--- src/rtl/fetch_stage.sv ---
// Instruction-fetch stage: owns the PC, fills the IF/ID register, and halts on
// an out-of-window or misaligned fetch address until reset.
//
//   state  | meaning
//   RUN    | fetching normally; PC advances, redirects and stalls honoured
//   HALTED | sticky fault; PC frozen, IF/ID fed bubbles until reset
module fetch_stage #(
  parameter logic [31:0] RESET_PC    = 32'hBFC00000,
  parameter int          WINDOW_BITS = 12,
  parameter logic [31:0] NOP_INSTR   = 32'h00000013
) (
  input  logic        clk,
  input  logic        rst,
  input  logic        StallF,
  input  logic        StallD,
  input  logic        FlushD,
  input  logic        PCSrcE,
  input  logic [31:0] PCTargetE,
  input  logic [31:0] InstrF,
  output logic [31:0] PCF,
  output logic [31:0] InstrD,
  output logic [31:0] PCD,
  output logic [31:0] PCPlus4D,
  output logic        ValidD,
  output logic        FetchFault,
  output logic [31:0] FaultPC,
  output logic [31:0] InstrCount
);

  typedef enum logic {
    RUN    = 1'b0,
    HALTED = 1'b1
  } state_t;

  state_t      state;
  state_t      state_nxt;
  logic        in_window;
  logic        misalign;
  logic        fault;
  logic [31:0] pc_nxt;
  logic        ifid_bubble;
  logic        ifid_hold;
  logic        ifid_load;
  logic [31:0] fault_pc_nxt;

  assign in_window = (PCF[31:WINDOW_BITS] == RESET_PC[31:WINDOW_BITS]);
  assign misalign  = PCSrcE && (PCTargetE[1:0] != 2'b00);
  assign fault     = (state == RUN) && (!in_window || misalign);

  always_ff @(posedge clk) begin
    if (rst) state <= RUN;
    else     state <= state_nxt;
  end

  always_comb begin
    state_nxt = state;
    if (fault) state_nxt = HALTED;
  end

  // A faulting edge freezes the PC so FaultPC and PCF stay coherent.
  always_comb begin
    pc_nxt       = PCF;
    ifid_bubble  = 1'b0;
    ifid_hold    = 1'b0;
    ifid_load    = 1'b0;
    fault_pc_nxt = misalign ? PCTargetE : PCF;
    if (state == RUN && !fault) begin
      if (PCSrcE)       pc_nxt = PCTargetE;
      else if (!StallF) pc_nxt = PCF + 32'd4;
    end
    if (FlushD || (state == RUN && PCSrcE)) ifid_bubble = 1'b1;
    else if (StallD)                        ifid_hold   = 1'b1;
    else if (state == RUN && in_window)     ifid_load   = 1'b1;
    else                                    ifid_bubble = 1'b1;
  end

  always_ff @(posedge clk) begin
    if (rst) begin
      PCF        <= RESET_PC;
      InstrD     <= NOP_INSTR;
      PCD        <= 32'd0;
      PCPlus4D   <= 32'd0;
      ValidD     <= 1'b0;
      FetchFault <= 1'b0;
      FaultPC    <= 32'd0;
      InstrCount <= 32'd0;
    end else begin
      PCF <= pc_nxt;
      if (ifid_load) begin
        InstrD     <= InstrF;
        PCD        <= PCF;
        PCPlus4D   <= PCF + 32'd4;
        ValidD     <= 1'b1;
        InstrCount <= InstrCount + 32'd1;
      end else if (ifid_bubble) begin
        InstrD <= NOP_INSTR;
        ValidD <= 1'b0;
      end
      if (fault) begin
        FetchFault <= 1'b1;
        FaultPC    <= fault_pc_nxt;
      end
    end
  end

endmodule

--- config.mk ---
export PLATFORM = sky130hd
export DESIGN_NAME = fetch_stage
export DESIGN_NICKNAME = d
export VERILOG_FILES = /design/src/rtl/fetch_stage.sv
export SDC_FILE = /design/constraint.sdc
export NUM_CORES = 1
export LEC_CHECK = 0
export BUFFER_PORTS_ARGS = -buffer_cell sky130_fd_sc_hd__buf_4
export CORE_MARGIN = 1.5
export CORE_UTILIZATION = 50
export CTS_CLUSTER_SIZE = 14
export DETAILED_ROUTE_END_ITERATION = 16
export GPL_TIMING_DRIVEN = 0
export PLACE_DENSITY_LB_ADDON = 0.15
export SETUP_SLACK_MARGIN = 0.5
export SLEW_MARGIN = 20
export SYNTH_ARGS = -nofsm -noshare
export SYNTH_HDL_FRONTEND = slang
export SYNTH_SLANG_ARGS = --single-unit
--- constraint.sdc ---
create_clock -name clk -period 3.42 [get_ports clk]
set_input_delay 0.342 -clock clk [delete_from_list [all_inputs] [get_ports clk]]
set_output_delay 0.342 -clock clk [all_outputs]
set_load 0.03 [all_outputs]
==> metrics.cfg, run 1 <==
[setup_path]
r2r_slack_ps=580
required_ps=3720
critical-path-top-delay-family=simple AND/OR/NAND/NOR gates
cp.arrival_ps=3130
r2r-end=InstrCount[26]
end_kind=register
cp_slowest_cell=or4_1
worstSetupPathType=reg2reg
crit_chain=or4_1 > buf_6 > or3b_4 > or4_1 > buf_4 > buf_4 > o41ai_2 > a21oi_1
max_stage_delay_ps=540
cp_max_fo=10
critPathBufInv=3
ff2ff_path_depth=8
reg2reg_from=FetchFault
worstSetupStartpointType=register

[logic_synthesis]
synth_area_leader_cell=dfxtp_1
synth_top_cell_area_share_pct=51.3
synth_seq_cells=192
netlist_area_sq_mm=0.00749
ys_types=47
ys.flop_type=dfxtp_1
yosys_warnings=0
netlist_instances=877
syn-num-nets=949
synth_edf_count=0
synthTopCellsByArea=dfxtp_1 (51%), nor2_1 (7.0%), nand2_1 (5.7%), a21oi_1 (3.5%), clkbuf_1 (3.1%)
syn_area_per_cell_sq_um=8.54
ys_seq_area_share_pct=51.3
async_reset_ff_share_pct=0

[sta]
hold_viol=0
skew_ps=7.78
finalMaxSlewViolations=0
setup_viol=0
finalCriticalPeriod_ps=2840
rsz0062_at_grt=false
worstMarginPinSlew_ps=668
max_freq_mhz=353
relSlewSlack_pct=55.1
fin_crit_sh_pct=82.9

[placed_design]
place_area_sq_mm=0.00970
hpwl_mm=17.0
dp_cells=1324
gp_congestion=0.877
io_buffers=262

[final_layout]
nFillCells=1201
finish.utilization_pct=71.0
seqCellArea_sq_mm=0.00384
finalNonFillerCells=1356
multi_input_area_sq_mm=0.00339
final_area_sq_mm=0.0104
final_common_cell=buf_4
fin_nets=1231
layout.cells.most_common_list=buf_4 (266), dfxtp_1 (191), nor2_1 (139), nand2_1 (113), clkbuf_1 (57)
n_antenna_cell=0
syn_to_final_growth_pct=38.2
drive_gt1_share_pct=27.7

[floorplan]
die_w_microns=125
row_count=44
die_h_microns=125
dieArea_sq_mm=0.0157
start_util_pct=51.4
io_pins=264
core_sq_mm=0.0146

[worst_hold_path]
min_path_cells=3
whs_endpoint=PCF[20]
min-delay-path-class=in2reg
hold_start=PCTargetE[20]

[grt]
grt_pass1_wl_mm=35.9
grt_usage_pct=28.7
antenna_found_initial=0
grt-ovfl-total=0
grt_pass1_vias=6921
grt_max_degree=18

[power_and_ir_drop]
combPwrFrac_pct=35.7
ir_worst_vdd_mv=0.416
p_sw_uw=2870
p_sw_share_pct=38.7
clkPwrFrac_pct=27.1
p_leak_uw=0.00426
internal_power_uw=4550
powerDensity_mw_per_mm2=718
power_frac_seq_pct=37.2

[cts]
cts_max_path_buffers=2
h-tree-depth=4
insertion_delay_ps=430
path_clk_slew_ps=70
root_buffer=clkbuf_16
cts_sinks=192
tritoncts=yes
cts_buffers=17

[job]
cap_violations=0

[routing]
drc=0
drt_first_iter_violations=597
wire_per_inst_microns=17.2
num_vias=7552
avgViaCountPerCell=5.57
drt_pass1_iterations=6
drtAntennaViolNets=0
wirelength_mm=23.3

[run_status]
run_status=finished, final reports clean

cell type report:
class / instances / share of cell area (%)
inverters: 5 / 0.181
multi-input cells: 609 / 32.8
repair buffers: 263 / 19.0
well taps: 184 / 2.22
clock inverters: 11 / 1.14
plain buffers: 71 / 2.85
clock buffers: 21 / 4.64
flip-flops and latches: 192 / 37.1
power groups by stage:
stage	clock (uW)	sequential [uW]	combinational (uW)
after floorplan	0	3330	1110
after global placement	0	2800	2560
after detailed placement	0	2800	2620
after CTS	2030	2760	2620
after global routing	2130	2800	2840
final	2010	2770	2650
synthesized netlist by cell type, drive strengths merged (11+ instances only):
library cell  number
nor3              11
nor2             139
nand3             11
nand2b            15
clkbuf            61
dfxtp            192
a31oi             25
a21oi             53
and3              21
or3               16
xnor2             18
o21ai             21
o21a              22
a22oi             29
nand2            113
nand4             17
metrics by stage:
stage | total power, uW | hold slack, ps | worst slack [ps] | TNS (ps)
floorplan | 4440 | 483 | 590 | 0
finish | 7430 | 151 | 583 | 0
detailed placement | 5420 | 447 | 352 | 0
global placement | 5360 | 440 | -39.7 | -285
CTS | 7400 | 139 | 501 | 0
global route | 7770 | 158 | 491 | 0
per-layer routing:
metal  vias to the layer above  GRT usage (%)  share of wire [%]
met5                         -              0                  0
met4                         0           11.2                2.6
met3                        51           7.49                8.3
met2                       319           46.5                 47
met1                      3555           36.6                 43
li1                       3627              -                  -
how the worst max path moves through the flow:
stage | startpoint | end | slack [ps] | depth (start not counted)
final | FetchFault | InstrCount[26] | 580 | 8
after global routing | FetchFault | InstrCount[26] | 490 | 8
after CTS | FetchFault | InstrCount[26] | 500 | 8
after detailed placement | PCSrcE | InstrCount[26] | 350 | 9
after global placement | PCF[12] | PCF[17] | -40 | 6
after floorplan | FetchFault | InstrCount[26] | 590 | 8
logic make-up (layout without fill, tap and decap cells):
| logic type | count (synthesis) | count (layout) | share of synthesized area [%] |
|---|---|---|---|
| compound gates | 194 | 194 | 17.0 |
| simple gates | 386 | 386 | 24.1 |
| flops | 192 | 192 | 51.3 |
| fa+ha+maj | 2 | 2 | 0.334 |
| mux | 2 | 2 | 0.301 |
| xor+xnor | 25 | 25 | 2.92 |
| buf+inv | 76 | 371 | 3.96 |
sequential cells by signal, summed over array words and instances, names as in the netlist:
| signal | count |
|---|---|
| FaultPC | 32 |
| FetchFault | 1 |
| InstrCount | 32 |
| InstrD | 32 |
| PCD | 32 |
| PCF | 32 |
| PCPlus4D | 30 |
| ValidD | 1 |
tightest hold or removal path: cells and delay by family:
| family | cells | cell delay, ps |
|---|---|---|
| compound gates | 1 | 50 |
| simple gates | 1 | 70 |
| buf+inv | 1 | 80 |
timing repair:
action,CTS,global route
endpoints found under the setup margin,14,90
setup buffers,0,0
hold buffers,0,0
gates cloned,0,0
pin swaps,0,0
resized for setup,5,14
(Power assumes the default switching activity.)
==> run 2: changes to the inputs <==
- CORE_UTILIZATION: 50 -> 45
- clock period: 3.42 -> 2.52 ns (I/O delays scaled with it)
==> metrics.cfg, run 2 (synthesis gave the netlist of run 1 again) <==
[setup_path]
reg2reg_from=FetchFault  ; unchanged
cp_slowest_cell=or4b_4  ; was or4_1
worstSetupStartpointType=register  ; unchanged
r2r_slack_ps=-6  ; was 580 ps
worstSetupPathType=reg2reg  ; unchanged
crit_start=FetchFault  ; unchanged
ff2ff_path_depth=7  ; was 8
max_stage_delay_ps=480  ; was 540 ps
cp_max_fo=7  ; was 10
critical-path-top-delay-family=simple AND/OR/NAND/NOR gates  ; unchanged
critPathBufInv=2  ; was 3
required_ps=2890  ; was 3720 ps
cp.arrival_ps=2890  ; was 3130 ps
critical_path_cell_count=7  ; was 8
crit_chain=or4_4 > buf_8 > or3b_4 > or4_4 > buf_8 > or4b_4 > a21oi_2  ; was or4_1 > buf_6 > or3b_4 > or4_1 > buf_4 > buf_4 > o41ai_2 > a21oi_1
end_kind=register  ; unchanged

[cts]
path_clk_slew_ps=70  ; about the same
h-tree-depth=4  ; unchanged
insertion_delay_ps=440  ; was 430 ps
cts_buffers=17  ; unchanged
cts_max_path_buffers=2  ; unchanged
tritoncts=yes  ; unchanged
cts_sinks=192  ; unchanged
root_buffer=clkbuf_16  ; unchanged

[power_and_ir_drop]
internal_power_uw=7430  ; was 4550 uW
ir_worst_vdd_mv=0.666  ; was 0.416 mV
p_sw_uw=4910  ; was 2870 uW
p_sw_share_pct=39.8  ; was 38.7%
powerDensity_mw_per_mm2=968  ; was 718 mW/mm^2
total_power_uw=12300  ; was 7430 uW
clkPwrFrac_pct=21.8  ; was 27.1%
power_frac_seq_pct=31.1  ; was 37.2%
p_leak_uw=0.00521  ; was 0.00426 uW
combPwrFrac_pct=47.1  ; was 35.7%

[worst_hold_path]
min-delay-path-class=in2reg  ; unchanged
hold_start=PCTargetE[20]  ; unchanged
min_path_cells=3  ; unchanged

[floorplan]
row_count=46  ; was 44
die_h_microns=132  ; was 125 microns
io_pins=264  ; unchanged
dieArea_sq_mm=0.0174  ; was 0.0157 sq mm
core_sq_mm=0.0161  ; was 0.0146 sq mm
die_w_microns=132  ; was 125 microns
start_util_pct=46.7  ; was 51.4%

[placed_design]
place_area_sq_mm=0.00986  ; was 0.00970 sq mm
io_buffers=262  ; unchanged
gp_congestion=0.850  ; was 0.877
hpwl_mm=17.4  ; was 17.0 mm

[routing]
avgViaCountPerCell=5.59  ; was 5.57
wire_per_inst_microns=19.6  ; was 17.2 microns
drt_first_iter_violations=635  ; was 597
drt_pass1_iterations=5  ; was 6
num_vias=8088  ; was 7552
wirelength_mm=28.3  ; was 23.3 mm
drc=0  ; unchanged
drtAntennaViolNets=0  ; unchanged

[grt]
grt_usage_pct=29.1  ; was 28.7%
grt_pass1_vias=7339  ; was 6921
antenna_found_initial=0  ; unchanged
grt-ovfl-total=0  ; unchanged
grt_pass1_wl_mm=40.4  ; was 35.9 mm
grt_max_degree=19  ; was 18

[sta]
relSlewSlack_pct=46.5  ; was 55.1%
setup_ws_ps=-6.46  ; was 583 ps
worstMarginPinSlew_ps=803  ; was 668 ps
setup_viol=1  ; was 0
rsz0062_at_grt=true  ; was false
skew_ps=12.8  ; was 7.78 ps
hold_viol=0  ; unchanged
tns_ps=-6.46  ; was 0 ps
finalCriticalPeriod_ps=2530  ; was 2840 ps
finalMaxSlewViolations=0  ; unchanged
fin_crit_sh_pct=100  ; was 82.9%
max_freq_mhz=396  ; was 353 MHz

[final_layout]
fin_nets=1290  ; was 1231
layout.cells.most_common_list=buf_4 (283), dfxtp_1 (173), nor2_1 (112), nand2_1 (79), clkbuf_1 (40)  ; was buf_4 (266), dfxtp_1 (191), nor2_1 (139), nand2_1 (113), clkbuf_1 (57)
n_antenna_cell=0  ; unchanged
syn_to_final_growth_pct=70.1  ; was 38.2%
final_common_cell=buf_4  ; unchanged
nFillCells=1042  ; was 1201
final_area_sq_mm=0.0127  ; was 0.0104 sq mm
drive_gt1_share_pct=50.4  ; was 27.7%

[job]
cap_violations=0  ; unchanged

[run_status]
run_status=complete, but fails checks  ; was finished, final reports clean
violations=setup timing

-- run 2: cell count changes in the layout (fill, tap and decap cells not counted), moves of 25 or more --
cell,previous run,this run
a21oi_1,53,19
nand2_1,113,79
a21oi_2,0,32
a22oi_1,29,0
a22oi_2,0,29
nor2_1,139,112
nand2_4,0,25
-- run 2: final timing paths --
| check | endpoint |
|---|---|
| worst max-delay path | InstrCount[26] |
| worst min-delay path | PCF[20] |
| worst max register to register | InstrCount[26] |
| worst min register to register | FaultPC[5] |
-- run 2: area by class of cell --
type	count	area (sq um)	share of cell area (%)
buffer	71	599	4.70
clock buffer	18	429	3.37
clock inverter	14	145	1.14
inverter	5	18.8	0.147
multi-input combinational	609	4630	36.4
sequential	192	3890	30.5
tap	216	270	2.12
timing repair buffer	322	2760	21.6
-- run 2: routing by layer --
| metal | share of wire [%] | track usage (%) | vias to the layer above |
|---|---|---|---|
| met4 | 2.6 | 9.69 | 0 |
| met3 | 7.1 | 7.30 | 54 |
| met2 | 49 | 48.1 | 345 |
| li1 | - | - | 3759 |
| met1 | 41 | 37.1 | 3930 |
| met5 | 0 | 0 | - |
-- run 2: timing repair --
action                                  4_1_cts  5_1_grt
endpoints found under the hold margin         0        0
gates cloned                                 10        6
endpoints found under the setup margin      183      181
setup buffers                                26       18
gates resized for setup                     222      183
hold buffers                                  0        0
pin swaps                                   118       79
-- run 2: power by group through the flow --
stage | Sequential (uW) | Combinational (uW) | Clock [uW]
2_1_floorplan | 4540 | 1650 | 0
3_3_place_gp | 3820 | 3680 | 0
3_5_place_dp | 3830 | 3680 | 0
4_1_cts | 3780 | 4730 | 2680
5_1_grt | 3870 | 6070 | 2830
6_report | 3830 | 5810 | 2690
-- run 2: per-stage QoR --
stage,utilization [%],hold slack (ps),instances,setup WS [ps]
after floorplan,-,391,877,17.5
after global placement,61.4,439,1355,-217
after detailed placement,61.4,445,1355,-239
after CTS,72.8,41.9,1423,-27.0
after global routing,79.4,51.6,1447,-48.8
final,79.4,48.4,1447,-6.46
-- run 2: worst reg2reg max path, delay by kind of cell, from the launching register on --
kind,cells,cell delay [ps]
AND/OR/NAND/NOR,4,1710
flip-flops,1,340
buffers and inverters,2,290
AO/OA/AOI/OAI,1,120
==> run 3: changes to the inputs <==
- ABC_AREA: not set -> 1
- CORE_UTILIZATION: 45 -> 46
==> metrics.cfg, run 3 <==
[setup_path]
critical-path-top-delay-family=simple AND/OR/NAND/NOR gates  ; unchanged
cp_max_fo=10  ; was 7
required_ps=2840  ; was 2890 ps
worstSetupStartpointType=register  ; unchanged
worstSetupPathType=reg2reg  ; unchanged
critPathBufInv=3  ; was 2
max_stage_delay_ps=410  ; was 480 ps
cp_slowest_cell=dfxtp_1  ; was or4b_4
end_kind=register  ; unchanged
crit_chain=nand2_1 > inv_2 > nand2_1 > nor2_2 > nand3_1 > nor2_2 > buf_6 > buf_2 > a21oi_1  ; was or4_4 > buf_8 > or3b_4 > or4_4 > buf_8 > or4b_4 > a21oi_2
cp.arrival_ps=2180  ; was 2890 ps

[routing]
drt_first_iter_violations=479  ; was 635
routed-wl-met3_mm=2.15  ; was 2.02 mm
num_vias=8944  ; was 8088
drc=0  ; unchanged
avgViaCountPerCell=5.05  ; was 5.59
wl_met1_mm=11.9  ; was 11.6 mm
dr_wl_met2_mm=12.5  ; was 13.9 mm
maxUsedRoutingLayer=met4  ; unchanged
wire_per_inst_microns=15.4  ; was 19.6 microns
wirelength_mm=27.3  ; was 28.3 mm
drtAntennaViolNets=0  ; unchanged
drt_pass1_iterations=5  ; unchanged

[final_layout]
fin_nets=1601  ; was 1290
syn_to_final_growth_pct=34.2  ; was 70.1%
final_common_cell=nand2_1  ; was buf_4
nFillCells=1731  ; was 1042
n_antenna_cell=0  ; unchanged
finalNonFillerCells=1771  ; was 1447
drive_gt1_share_pct=22.8  ; was 50.4%
layout.cells.most_common_list=nand2_1 (351), buf_4 (271), nor2_1 (225), dfxtp_1 (192), inv_1 (95)  ; was buf_4 (283), dfxtp_1 (173), nor2_1 (112), nand2_1 (79), clkbuf_1 (40)

[floorplan]
start_util_pct=47.0  ; was 46.7%
row_count=49  ; was 46
core_sq_mm=0.0180  ; was 0.0161 sq mm
dieArea_sq_mm=0.0192  ; was 0.0174 sq mm
die_h_microns=139  ; was 132 microns
die_w_microns=139  ; was 132 microns
io_pins=264  ; unchanged

[cts]
cts_max_path_buffers=2  ; unchanged
tritoncts=yes  ; unchanged
hold_buffers=0  ; unchanged
cts_sinks=192  ; unchanged
cts_buffers=17  ; unchanged
root_buffer=clkbuf_16  ; unchanged
insertion_delay_ps=440  ; about the same
path_clk_slew_ps=80  ; was 70 ps
h-tree-depth=4  ; unchanged

[sta]
finalCriticalPeriod_ps=1850  ; was 2530 ps
hold_viol=0  ; unchanged
rsz0062_at_grt=false  ; was true
setup_viol=0  ; was 1
relSlewSlack_pct=54.1  ; was 46.5%
skew_ps=9.92  ; was 12.8 ps
fin_crit_sh_pct=73.5  ; was 100%
worstMarginPinSlew_ps=688  ; was 803 ps
holdWs_ps=32.4  ; was 48.4 ps
tns_ps=0  ; was -6.46 ps
max_freq_mhz=540  ; was 396 MHz
finalMaxSlewViolations=0  ; unchanged

[power_and_ir_drop]
p_leak_uw=0.00543  ; was 0.00521 uW
internal_power_uw=6170  ; was 7430 uW
power_frac_seq_pct=36.9  ; was 31.1%
total_power_uw=10400  ; was 12300 uW
clkPwrFrac_pct=25.8  ; was 21.8%
p_sw_share_pct=40.7  ; was 39.8%
p_sw_uw=4240  ; was 4910 uW
ir_worst_vdd_mv=0.609  ; was 0.666 mV
powerDensity_mw_per_mm2=915  ; was 968 mW/mm^2
combPwrFrac_pct=37.3  ; was 47.1%

[grt]
grt-ovfl-total=0  ; unchanged
grt_usage_pct=27.5  ; was 29.1%
antenna_found_initial=0  ; unchanged
grt_pass1_vias=8192  ; was 7339
grt_pass1_wl_mm=42.6  ; was 40.4 mm
grt_max_degree=21  ; was 19

[logic_synthesis]
syn_area_per_cell_sq_um=6.80  ; was 8.54 sq um
ys.flop_type=dfxtp_1  ; unchanged
ys_types=29  ; was 47
synth_top_cell_area_share_pct=45.4  ; was 51.3%
netlist_area_sq_mm=0.00847  ; was 0.00749 sq mm
synthTopCellsByArea=dfxtp_1 (45%), nand2_1 (16%), nor2_1 (10%), o21ai_0 (5.3%), a21oi_1 (4.6%)  ; was dfxtp_1 (51%), nor2_1 (7.0%), nand2_1 (5.7%), a21oi_1 (3.5%), clkbuf_1 (3.1%)
yosys.cell_count.top_type=nand2_1  ; was dfxtp_1
synth_seq_cells=192  ; unchanged
synth_common_cells=nand2_1 (351), nor2_1 (229), dfxtp_1 (192), inv_1 (95), o21ai_0 (90)  ; was dfxtp_1 (192), nor2_1 (139), nand2_1 (113), clkbuf_1 (61), a21oi_1 (53)
syn-num-nets=1319  ; was 949
netlist_instances=1247  ; was 877
synth_area_leader_cell=dfxtp_1  ; unchanged
async_reset_ff_share_pct=0  ; unchanged
yosys_warnings=0  ; unchanged
ys_seq_area_share_pct=45.4  ; was 51.3%
synth_edf_count=0  ; unchanged

[run_status]
run_status=finished, final reports clean  ; was complete, but fails checks

[placed_design]
hpwl_mm=20.7  ; was 17.4 mm
gp_congestion=0.901  ; was 0.850
io_buffers=262  ; unchanged
dp_cells=1738  ; was 1355

[worst_hold_path]
min-delay-path-class=in2reg  ; unchanged

[job]
cap_violations=0  ; unchanged

==> run 3: cell count changes after synthesis, sizes merged, moves of 21 or more <==
cell / previous run / this run
o21a: 22 / 0
inv: 5 / 101
nand3: 11 / 67
a22oi: 29 / 0
nand2: 113 / 352
nor2: 139 / 234
and3: 21 / 0
buf: 10 / 31
o21ai: 21 / 100
a21oi: 53 / 79
a31oi: 25 / 0
clkbuf: 61 / 35
==> run 3: metal layers <==
metal,vias up,GRT usage [%]
met5,-,0
met4,0,8.00
met3,41,7.11
met2,318,44.7
met1,4111,36.1
li1,4474,-
==> run 3: final cells by class <==
type | count | area (sq um) | share of cell area, %
clock inverters | 15 | 164 | 1.44
flip-flops and latches | 192 | 3840 | 33.8
clock buffers | 17 | 425 | 3.74
repair buffers | 263 | 1970 | 17.4
plain buffers | 66 | 359 | 3.16
multi-input cells | 885 | 3930 | 34.5
well taps | 229 | 287 | 2.52
inverters | 104 | 390 | 3.43
==> run 3: worst reg2reg max path: stages, from the launching register on <==
cell and delay (ps):
dfxtp_1 410, nand2_1 110, inv_2 50, nand2_1 70
nor2_2 190, nand3_1 160, nor2_2 170, buf_6 200
buf_2 260, a21oi_1 110
==> run 3: timing repair <==
action / in CTS / in global routing
buffers inserted: 0 / 1
resized for setup: 0 / 10
endpoints found under the setup margin: 0 / 82
==> run 3: per-stage QoR <==
step	setup slack, ps	utilization [%]	cell area [sq um]
6_report	667	63.1	11400
5_1_grt	505	63.1	11400
4_1_cts	557	62.8	11300
3_5_place_dp	426	59.5	10700
3_3_place_gp	497	59.5	10700
2_1_floorplan	751	-	8470
==> run 3: kinds of logic after synthesis <==
logic type                 synth area share (%)
and+or+nand+nor                            32.9
DFF                                        45.4
AOI/OAI and AO/OA                          10.8
buffers and inverters                      8.81
xor gates and xnor gates                   1.76
adders and majority gates                 0.295
==> run 3: worst paths after layout <==
path | startpoint | endpoint | slack (ps) | cells after the start
worst max-delay path | PCF[24] | PCD[6] | 670 | 9
worst min-delay path | InstrF[0] | InstrD[0] | 30 | 3
worst max register to register | PCF[24] | PCD[6] | 670 | 9
worst min register to register | PCPlus4D[30] | PCPlus4D[30] | 460 | 2
==> run 3: power groups by stage <==
stage,Clock [uW],Sequential (uW),Combinational [uW]
after global routing,2840,3900,4180
after global placement,0,3880,3740
after detailed placement,0,3900,3780
final,2690,3840,3880
after floorplan,0,4770,1540
after CTS,2710,3840,3790
